[src/rtl/exec_stage_cond.sv]
`default_nettype none
// ============================================================================
//  Module      : exec_stage_cond
//  Description : Execute stage of the pipelined ARM core. Holds the D->E
//                pipeline register (controls, condition, destination and
//                operands) with stall and flush. Computes the ALU result and
//                checks the ARM condition field against the architectural
//                NZCV flag register, which is also updated here.
//  Ports       : clk, reset (sync, active-low)
//                StallE / FlushE                 - hold / bubble E register
//                PCSrcD..ALUSrcD, FlagWriteD,
//                ALUControlD, CondD, RdD,
//                RD1D, RD2D, ExtImmD             - decode-stage inputs
//                PCSrcE, RegWriteE, MemWriteE    - controls gated by CondExE
//                MemtoRegE, CondExE, RdE,
//                ALUResultE, WriteDataE, FlagsE  - execute-stage outputs
//  Revision    : 1.0 - initial release
// ============================================================================
module exec_stage_cond #(
    parameter int WIDTH = 32,
    parameter int RADDR = 4
) (
    input  logic             clk,
    input  logic             reset,
    input  logic             StallE,
    input  logic             FlushE,
    input  logic             PCSrcD,
    input  logic             RegWriteD,
    input  logic             MemtoRegD,
    input  logic             MemWriteD,
    input  logic             ALUSrcD,
    input  logic [1:0]       FlagWriteD,
    input  logic [2:0]       ALUControlD,
    input  logic [3:0]       CondD,
    input  logic [RADDR-1:0] RdD,
    input  logic [WIDTH-1:0] RD1D,
    input  logic [WIDTH-1:0] RD2D,
    input  logic [WIDTH-1:0] ExtImmD,
    output logic             PCSrcE,
    output logic             RegWriteE,
    output logic             MemWriteE,
    output logic             MemtoRegE,
    output logic             CondExE,
    output logic [RADDR-1:0] RdE,
    output logic [WIDTH-1:0] ALUResultE,
    output logic [WIDTH-1:0] WriteDataE,
    output logic [3:0]       FlagsE
);

    localparam logic [3:0] c_COND_AL = 4'hE;

    localparam logic [2:0] c_ALU_ADD = 3'b000;
    localparam logic [2:0] c_ALU_SUB = 3'b001;
    localparam logic [2:0] c_ALU_AND = 3'b010;
    localparam logic [2:0] c_ALU_ORR = 3'b011;
    localparam logic [2:0] c_ALU_EOR = 3'b100;
    localparam logic [2:0] c_ALU_MOV = 3'b101;
    localparam logic [2:0] c_ALU_BIC = 3'b110;
    localparam logic [2:0] c_ALU_MVN = 3'b111;

    // ------------------------------------------------------------------
    // E pipeline register
    // ------------------------------------------------------------------
    logic             r_pcsrc;
    logic             r_regwrite;
    logic             r_memtoreg;
    logic             r_memwrite;
    logic             r_alusrc;
    logic [1:0]       r_flagwrite;
    logic [2:0]       r_alucontrol;
    logic [3:0]       r_cond;
    logic [RADDR-1:0] r_rd;
    logic [WIDTH-1:0] r_rd1;
    logic [WIDTH-1:0] r_rd2;
    logic [WIDTH-1:0] r_extimm;
    logic [3:0]       r_flags;   // {N,Z,C,V}

    // A bubble is an always-executed no-op: every control is 0, so it can
    // neither write state nor assert a gated output even though AL passes.
    always_ff @(posedge clk) begin
        if (!reset || FlushE) begin
            r_pcsrc      <= 1'b0;
            r_regwrite   <= 1'b0;
            r_memtoreg   <= 1'b0;
            r_memwrite   <= 1'b0;
            r_alusrc     <= 1'b0;
            r_flagwrite  <= 2'b00;
            r_alucontrol <= 3'b000;
            r_cond       <= c_COND_AL;
            r_rd         <= '0;
            r_rd1        <= '0;
            r_rd2        <= '0;
            r_extimm     <= '0;
        end else if (!StallE) begin
            r_pcsrc      <= PCSrcD;
            r_regwrite   <= RegWriteD;
            r_memtoreg   <= MemtoRegD;
            r_memwrite   <= MemWriteD;
            r_alusrc     <= ALUSrcD;
            r_flagwrite  <= FlagWriteD;
            r_alucontrol <= ALUControlD;
            r_cond       <= CondD;
            r_rd         <= RdD;
            r_rd1        <= RD1D;
            r_rd2        <= RD2D;
            r_extimm     <= ExtImmD;
        end
    end

    // ------------------------------------------------------------------
    // ALU
    // ------------------------------------------------------------------
    logic [WIDTH-1:0] w_srcb;
    logic             w_sub;
    logic [WIDTH-1:0] w_addb;
    logic [WIDTH:0]   w_sum;
    logic [WIDTH-1:0] w_result;
    logic             w_n;
    logic             w_z;
    logic             w_c;
    logic             w_v;

    assign w_srcb = r_alusrc ? r_extimm : r_rd2;
    assign w_sub  = (r_alucontrol == c_ALU_SUB);
    // Subtraction shares the adder as A + ~B + 1, so carry-out is the
    // ARM "no borrow" flag directly.
    assign w_addb = w_sub ? ~w_srcb : w_srcb;
    assign w_sum  = {1'b0, r_rd1} + {1'b0, w_addb} + {{WIDTH{1'b0}}, w_sub};

    always_comb begin
        w_result = '0;
        w_c      = 1'b0;
        w_v      = 1'b0;
        case (r_alucontrol)
            c_ALU_ADD, c_ALU_SUB: begin
                w_result = w_sum[WIDTH-1:0];
                w_c      = w_sum[WIDTH];
                // Overflow: both addends share a sign the result lacks.
                w_v      = (r_rd1[WIDTH-1] == w_addb[WIDTH-1]) &&
                           (w_sum[WIDTH-1] != r_rd1[WIDTH-1]);
            end
            c_ALU_AND: w_result = r_rd1 & w_srcb;
            c_ALU_ORR: w_result = r_rd1 | w_srcb;
            c_ALU_EOR: w_result = r_rd1 ^ w_srcb;
            c_ALU_MOV: w_result = w_srcb;
            c_ALU_BIC: w_result = r_rd1 & ~w_srcb;
            c_ALU_MVN: w_result = ~w_srcb;
            default:   w_result = '0;
        endcase
    end

    assign w_n = w_result[WIDTH-1];
    assign w_z = (w_result == '0);

    // ------------------------------------------------------------------
    // Condition check against the architectural flags
    // ------------------------------------------------------------------
    logic w_fn;
    logic w_fz;
    logic w_fc;
    logic w_fv;
    logic w_condex;

    assign {w_fn, w_fz, w_fc, w_fv} = r_flags;

    always_comb begin
        w_condex = 1'b0;
        case (r_cond)
            4'h0: w_condex = w_fz;
            4'h1: w_condex = !w_fz;
            4'h2: w_condex = w_fc;
            4'h3: w_condex = !w_fc;
            4'h4: w_condex = w_fn;
            4'h5: w_condex = !w_fn;
            4'h6: w_condex = w_fv;
            4'h7: w_condex = !w_fv;
            4'h8: w_condex = w_fc && !w_fz;
            4'h9: w_condex = !w_fc || w_fz;
            4'hA: w_condex = (w_fn == w_fv);
            4'hB: w_condex = (w_fn != w_fv);
            4'hC: w_condex = !w_fz && (w_fn == w_fv);
            4'hD: w_condex = w_fz || (w_fn != w_fv);
            4'hE: w_condex = 1'b1;
            default: w_condex = 1'b0;
        endcase
    end

    // ------------------------------------------------------------------
    // Flag register: written on the edge the instruction leaves E, which
    // includes a flush edge (the instruction retires ahead of the bubble)
    // but never a stalled edge.
    // ------------------------------------------------------------------
    always_ff @(posedge clk) begin
        if (!reset) begin
            r_flags <= 4'b0000;
        end else if (!StallE && w_condex) begin
            if (r_flagwrite[1]) begin
                r_flags[3:2] <= {w_n, w_z};
            end
            if (r_flagwrite[0]) begin
                r_flags[1:0] <= {w_c, w_v};
            end
        end
    end

    // ------------------------------------------------------------------
    // Outputs
    // ------------------------------------------------------------------
    assign CondExE    = w_condex;
    assign PCSrcE     = r_pcsrc    & w_condex;
    assign RegWriteE  = r_regwrite & w_condex;
    assign MemWriteE  = r_memwrite & w_condex;
    assign MemtoRegE  = r_memtoreg;
    assign RdE        = r_rd;
    assign ALUResultE = w_result;
    assign WriteDataE = r_rd2;
    assign FlagsE     = r_flags;

endmodule
`default_nettype wire

[config.mk]
export PLATFORM = sky130hd
export DESIGN_NAME = exec_stage_cond
export DESIGN_NICKNAME = d
export VERILOG_FILES = /design/src/rtl/exec_stage_cond.sv
export SDC_FILE = /design/constraint.sdc
export NUM_CORES = 1
export LEC_CHECK = 0
export BUFFER_PORTS_ARGS = -buffer_cell sky130_fd_sc_hd__buf_2
export CAP_MARGIN = 10
export CORE_ASPECT_RATIO = 2
export CORE_MARGIN = 2
export CORE_UTILIZATION = 31
export CTS_CLUSTER_DIAMETER = 60
export DETAILED_ROUTE_END_ITERATION = 10
export HOLD_SLACK_MARGIN = 0.08
export SETUP_SLACK_MARGIN = 0.5
export SLEW_MARGIN = 20
export SYNTH_ARGS = -nofsm -noshare
export SYNTH_HDL_FRONTEND = slang
export SYNTH_SLANG_ARGS = --single-unit
[constraint.sdc]
create_clock -name clk -period 4.85 [get_ports clk]
set_clock_uncertainty 0.1 [all_clocks]
set_input_delay 0.7275 -clock clk [delete_from_list [all_inputs] [get_ports clk]]
set_output_delay 0.7275 -clock clk [all_outputs]
set_load 0.02 [all_outputs]
==> results.ini, run 1 <==
[cts]
cts_tree = done
cts.sinks = 118
path_clk_slew_ns = 0.06
cts-root-buf = clkbuf_16
numCtsBuffers = 17
hold_buffers = 0
clk_latency_ns = 0.44
clk_path_buf_depth = 2
cts.htree.levels = 4

[pwr]
worst_ir_drop_vdd_mv = 0.298
internal_power_mw = 2.20
p_sw_frac = 0.308
finalPower_mw = 3.18
p_comb_frac = 0.251
clockPowerShare = 0.422
power_density_nw_per_um2 = 244
power_leakage_nw = 5.57
pwr-share-seq = 0.327
p_switching_mw = 0.978

[floorplanning]
start_util = 0.315
ios = 195
die-area_sq_um = 32000
core_sq_um = 30100
dieHeight_um = 251
die_x_um = 128
rows = 90

[placed_design]
hpwl_mm = 26.0
placed_area_sq_um = 11000
portBuffers = 194
place.gp.congestion = 0.982
dpl_worst_slack_ns = 0.0236

[synth]
syn_area_sq_um = 9460
async_reset_ff_frac = 0
ys_seq_area_frac = 0.250
synth_top_cell_by_area = dfxtp_1
synth_nets = 1378
yosys-top-cells-count = nor2_1 (173), mux2i_1 (149), dfxtp_1 (118)
synthFlopType = dfxtp_1
synth_edf_count = 0
yosysWarnings = 0
synth_top_cell_area_share = 0.250
ys_top_cells_by_area = dfxtp_1 (25%), mux2i_1 (16%), ha_1 (8.7%)
synth_area_per_cell_sq_um = 7.93
yosysMostFrequentCell = nor2_1
ys_ff_latch = 118
syn_inst = 1193
synth_cell_type_count = 73

[cells_and_area]
fin_area_sq_um = 13000
area_growth_pct = 37.5
final.fill_count = 2949
fin_nets = 1621
layout-drive-gt1-share = 0.329

[grt]
grt_max_degree = 82
grt_pass1_vias = 9674
grt_pass1_wl_mm = 52.8
grt_antenna_before_repair = 3
grt_use_total = 0.213
gr-total-overflow = 0

[timing]
period_share = 0.973
slew_viol_final = 0
setup-violations-final = 0
slew_headroom = 0.349
holdWs_ns = 0.389
tightestPinTransition_ns = 0.977
period_minus_slack_ns = 4.72
hold_viol = 0
rsz0062_at_grt = yes
worst_slack_ns = 0.131
tns_ns = 0
fmax_mhz = 212

[setup_path]
cp_data_arrival_time_ns = 3.89
cp-end-kind = primary output
crit_path_max_fanout = 16
start_kind = flop
ff2ff_path_depth = 17
critical_path_class = reg2out
worstPathRequired_ns = 4.02

[flow_run]
drv_cap = 0

[drt]
ant_nets = 0
first_pass_iters = 5
drcViolationCount = 0
vias_per_cell = 5.52
wire_per_inst_um = 19.5
drt_iter0_drc = 483
wirelength_mm = 35.5
via_count = 10100

[hold_path]
min_path_type = reg2reg
whs_path_depth = 2

[outcome]
status = finished, final reports clean

-- worst max-delay path: stages, from the launching register on --
cell and delay, ns:
dfxtp_4 0.36, nor3b_4 0.24, buf_4 0.19, buf_16 0.19, xnor2_1 0.10, ha_1 0.37, a21oi_2 0.19, o211ai_1 0.14
nand2_1 0.18, nand4_1 0.22, a2111oi_4 0.34, buf_4 0.19, o31ai_1 0.08, a21oi_1 0.16, xor2_1 0.20, o22ai_2 0.14
buf_6 0.15
-- layer usage --
| metal | share of wire | vias up | track usage |
|---|---|---|---|
| met5 | 0 | - | 0 |
| met4 | 0.071 | 0 | 0.157 |
| met3 | 0.052 | 124 | 0.0330 |
| met2 | 0.52 | 374 | 0.374 |
| met1 | 0.36 | 4748 | 0.226 |
| li1 | - | 4806 | - |
-- power groups by stage --
stage	clock (mW)	combinational [mW]	sequential (mW)
after CTS	1.37	0.732	1.04
after global routing	1.41	0.859	1.04
after global placement	0	0.672	1.05
after detailed placement	0	0.678	1.06
final	1.34	0.799	1.04
after floorplan	0	0.427	1.05
-- layout by cell type (no fill, tap or decap), drive strengths merged, types with 17 or more instances in the layout --
master,Yosys,layout
a211oi,20,20
nand4,17,17
xnor2,44,44
nand3,19,19
ha,66,66
o211ai,19,19
dfxtp,118,118
nand2,57,57
a21oi,80,80
o21ai,72,72
clkbuf,64,21
mux2i,151,151
inv,48,49
buf,24,312
nor2,173,173
-- logic make-up (layout without fill, tap and decap cells) --
logic type	Yosys count	after routing	share of synthesized area
AOI/OAI and AO/OA	311	311	0.215
DFF	118	118	0.250
adders and majority gates	67	67	0.0894
xor gates and xnor gates	57	57	0.0528
other	0	3	0
buffers and inverters	137	393	0.0578
muxes	154	154	0.166
and+or+nand+nor	349	349	0.170
-- sequential cells by signal, summed over array words and instances, names as in the netlist --
register / cells
MemtoRegE: 1
r_rd1: 32
RdE: 4
r_extimm: 32
r_alucontrol: 3
r_alusrc: 1
WriteDataE: 32
r_memwrite: 1
FlagsE: 4
r_flagwrite: 2
r_regwrite: 1
r_cond: 4
r_pcsrc: 1
-- final timing paths --
kind / from / endpoint / slack (ns)
hold reg to reg: r_pcsrc / r_pcsrc / 0.39
setup / recovery: r_alucontrol[1] / ALUResultE[26] / 0.13
setup reg to reg: r_alucontrol[1] / FlagsE[2] / 0.48
hold / removal: r_pcsrc / r_pcsrc / 0.39
-- cell type report --
type | count | area [sq um] | share of cell area
Tap cell | 368 | 460 | 0.0354
Multi-Input combinational cell | 938 | 7350 | 0.565
Timing Repair Buffer | 312 | 2020 | 0.155
Clock buffer | 21 | 470 | 0.0362
Sequential cell | 118 | 2370 | 0.182
Clock inverter | 11 | 148 | 0.0114
Antenna cell | 3 | 7.51 | 0.000577
Inverter | 49 | 189 | 0.0145
-- metrics by stage --
stage | std cells | utilization
after global placement | 1719 | 0.365
final | 1820 | 0.433
after detailed placement | 1719 | 0.365
after floorplan | 1193 | -
after CTS | 1781 | 0.407
after global routing | 1820 | 0.433
-- what timing repair did --
item	4_1_cts	5_1_grt
setup endpoints to repair	26	21
pin swaps	20	34
setup buffers	29	36
gates cloned	1	0
gates resized for setup	94	97
Note: power is estimated with default switching activity, not from simulation.
==> inputs of run 2 (changes only) <==
CORE_ASPECT_RATIO = 0.75   (was 2)
==> run 2 against run 1 <==
Global-route usage increased by 0.77 points. Die area shrank 0.22%. Critical path type unchanged. Critical endpoint unchanged. Sequential share of layout area up 0.33 points. Largest cell class unchanged. First-iteration DRC count up 85%.
==> results.ini, run 2 (synthesis results as in run 1) <==
[cts]
path_clk_slew_ns = 0.08  ; +0.02 ns
cts-root-buf = clkbuf_16
hold_buffers = 0  ; unchanged
cts.sinks = 118  ; unchanged
cts.htree.levels = 4  ; unchanged
numCtsBuffers = 17  ; unchanged
clk_path_buf_depth = 2  ; unchanged
cts_tree = done
clk_latency_ns = 0.44  ; about the same

[setup_path]
ff2ff_path_depth = 15  ; -2
reg2reg_from = r_alusrc
max_stage_delay_ns = 0.40  ; +0.03 ns
crit_family = compound AO/OA/AOI/OAI gates
r2r_end = FlagsE[2]
crit_slowest_cell = dfxtp_4
worstPathRequired_ns = 4.02  ; about the same
critical_path_class = reg2out
critPathMostFrequentCell = buf_6
path_buf_inv = 3  ; -1
r2r_slack_ns = 0.45  ; -0.03 ns
cp_data_arrival_time_ns = 3.85  ; -0.04 ns
cp-end-kind = primary output
crit_chain = buf_6, mux2_4, clkinv_4, mux2i_4, fa_2, nor2b_4, o2111a_2, o211ai_1, nand4_1, a2111oi_4, o31ai_1, a21oi_1, xor2_1, o22ai_2, buf_6
start_kind = flop
crit_path_max_fanout = 6  ; -10

[timing]
period_share = 0.964  ; -0.00931
hold_viol = 0  ; unchanged
rsz0062_at_grt = yes
tightestPinTransition_ns = 0.891  ; -0.0860 ns
slew_viol_final = 0  ; unchanged
slew_headroom = 0.404  ; +0.0553
period_minus_slack_ns = 4.67  ; -0.0451 ns
setup-violations-final = 0  ; unchanged
worst_slack_ns = 0.176  ; +0.0451 ns
fmax_mhz = 214  ; +0.97%

[floorplanning]
dieHeight_um = 155  ; -38%
core_sq_um = 30100  ; about the same
die-area_sq_um = 31900  ; -0.22%
ios = 195  ; unchanged
die_x_um = 206  ; +61%
start_util = 0.315  ; about the same
rows = 55  ; -39%

[pwr]
power_density_nw_per_um2 = 253  ; +3.4%
worst_ir_drop_vdd_mv = 0.235  ; -21%
power_leakage_nw = 5.36  ; -3.8%

[cells_and_area]
layout-drive-gt1-share = 0.306  ; -0.0234
fin_area_sq_um = 12800  ; -1.9%
final_common_cell = buf_2
area_growth_pct = 34.9
final_cell_mix = buf_2 (178), nor2_1 (168), mux2i_1 (126)
fin_nets = 1588  ; -2.0%
final.fill_count = 3007  ; +2.0%
final_cell_count_no_fill = 1815  ; -0.27%
antennaDiodeCount = 0  ; -3
utilization = 0.424  ; -0.00829

[placed_design]
portBuffers = 194  ; unchanged
place_inst = 1748  ; +1.7%
hpwl_mm = 26.6  ; +2.1%
dpl_worst_slack_ns = 0.245  ; +0.221 ns
placed_area_sq_um = 11000  ; +0.10%
place.gp.congestion = 0.911  ; -7.2%

[flow_run]
drv_cap = 0  ; unchanged

[drt]
drcViolationCount = 0  ; unchanged
ant_nets = 0  ; unchanged
vias_per_cell = 5.41  ; -2.1%
wire_per_inst_um = 19.5  ; about the same
via_count = 9812  ; -2.4%
drt_iter0_drc = 893  ; +85%
first_pass_iters = 5  ; unchanged
wirelength_mm = 35.4  ; -0.30%

[hold_path]
hp-start = r_memwrite
holdPathEnd = r_memwrite
whs_path_depth = 2  ; unchanged
min_path_type = reg2reg

[grt]
grt_pass1_wl_mm = 53.9  ; +2.1%
grt_use_total = 0.221  ; +0.00771
grt_pass1_vias = 9024  ; -6.7%
gr-total-overflow = 0  ; unchanged
grt_max_degree = 77  ; -6.1%
grt_antenna_before_repair = 4  ; +1

[outcome]
status = finished, final reports clean

[run 2: cell count changes in the layout (fill, tap and decap cells not counted), sizes merged]
cell	delta
clkbuf	-2
clkinvlp	+1
inv	+3
buf	-33
bufinv	+1
diode	-3
clkinv	-3
[run 2: repair_timing]
item / in CTS / in global routing
pin swaps: 18 / 30
endpoints found under the hold margin: 0 / 0
gates cloned: 1 / 0
endpoints found under the setup margin: 22 / 25
resized for setup: 80 / 116
setup buffers: 13 / 21
[run 2: per-layer routing]
| layer | GRT usage | wire, um | up-vias |
|---|---|---|---|
| li1 | - | - | 4755 |
| met1 | 0.329 | 17300 | 4636 |
| met2 | 0.305 | 14400 | 374 |
| met3 | 0.0702 | 3240 | 41 |
| met4 | 0.0473 | 459 | 6 |
| met5 | 0 | 34 | - |
[run 2: how the worst max path moves through the flow]
stage / from / end / slack (ns) / cells after the start
detailed placement: r_alusrc / FlagsE[2] / 0.24 / 15
CTS: r_alusrc / ALUResultE[26] / 0.18 / 15
global placement: r_alusrc / FlagsE[2] / 0.22 / 13
global route: r_alusrc / ALUResultE[26] / -0.009 / 15
finish: r_alusrc / ALUResultE[26] / 0.18 / 15
floorplan: r_alusrc / FlagsE[2] / 0.52 / 18
[run 2: cell type report]
class / instances / area, sq um / area share
clock buffers: 19 / 443 / 0.0347
flip-flops and latches: 118 / 2370 / 0.186
inverters: 49 / 189 / 0.0148
clock inverters: 13 / 193 / 0.0151
multi-input cells: 938 / 7260 / 0.569
well taps: 399 / 499 / 0.0391
repair buffers: 279 / 1810 / 0.141
[run 2: power by group]
part           internal, mW  switching (mW)
clock network         0.881           0.530
logic                 0.333           0.442
registers              1.00          0.0386
total                  2.22            1.01
[run 2: per-stage QoR]
| stage | power [mW] | TNS [ns] | hold slack (ns) |
|---|---|---|---|
| 6_report | 3.23 | 0 | 0.393 |
| 5_1_grt | 3.37 | -0.00888 | 0.415 |
| 4_1_cts | 3.18 | 0 | 0.397 |
| 3_5_place_dp | 1.73 | 0 | 0.383 |
| 3_3_place_gp | 1.73 | 0 | 0.367 |
| 2_1_floorplan | 1.48 | 0 | 0.355 |
[run 2: worst register-to-register path, delay by kind of cell (launching register included)]
family,cells,cell delay (ns)
buffers and inverters,2,0.38
flip-flops,1,0.40
AND/OR/NAND/NOR,5,1.52
AO/OA/AOI/OAI,5,1.22
multiplexers,1,0.23
adder cells (fa/ha/maj),1,0.34
XOR/XNOR,1,0.13
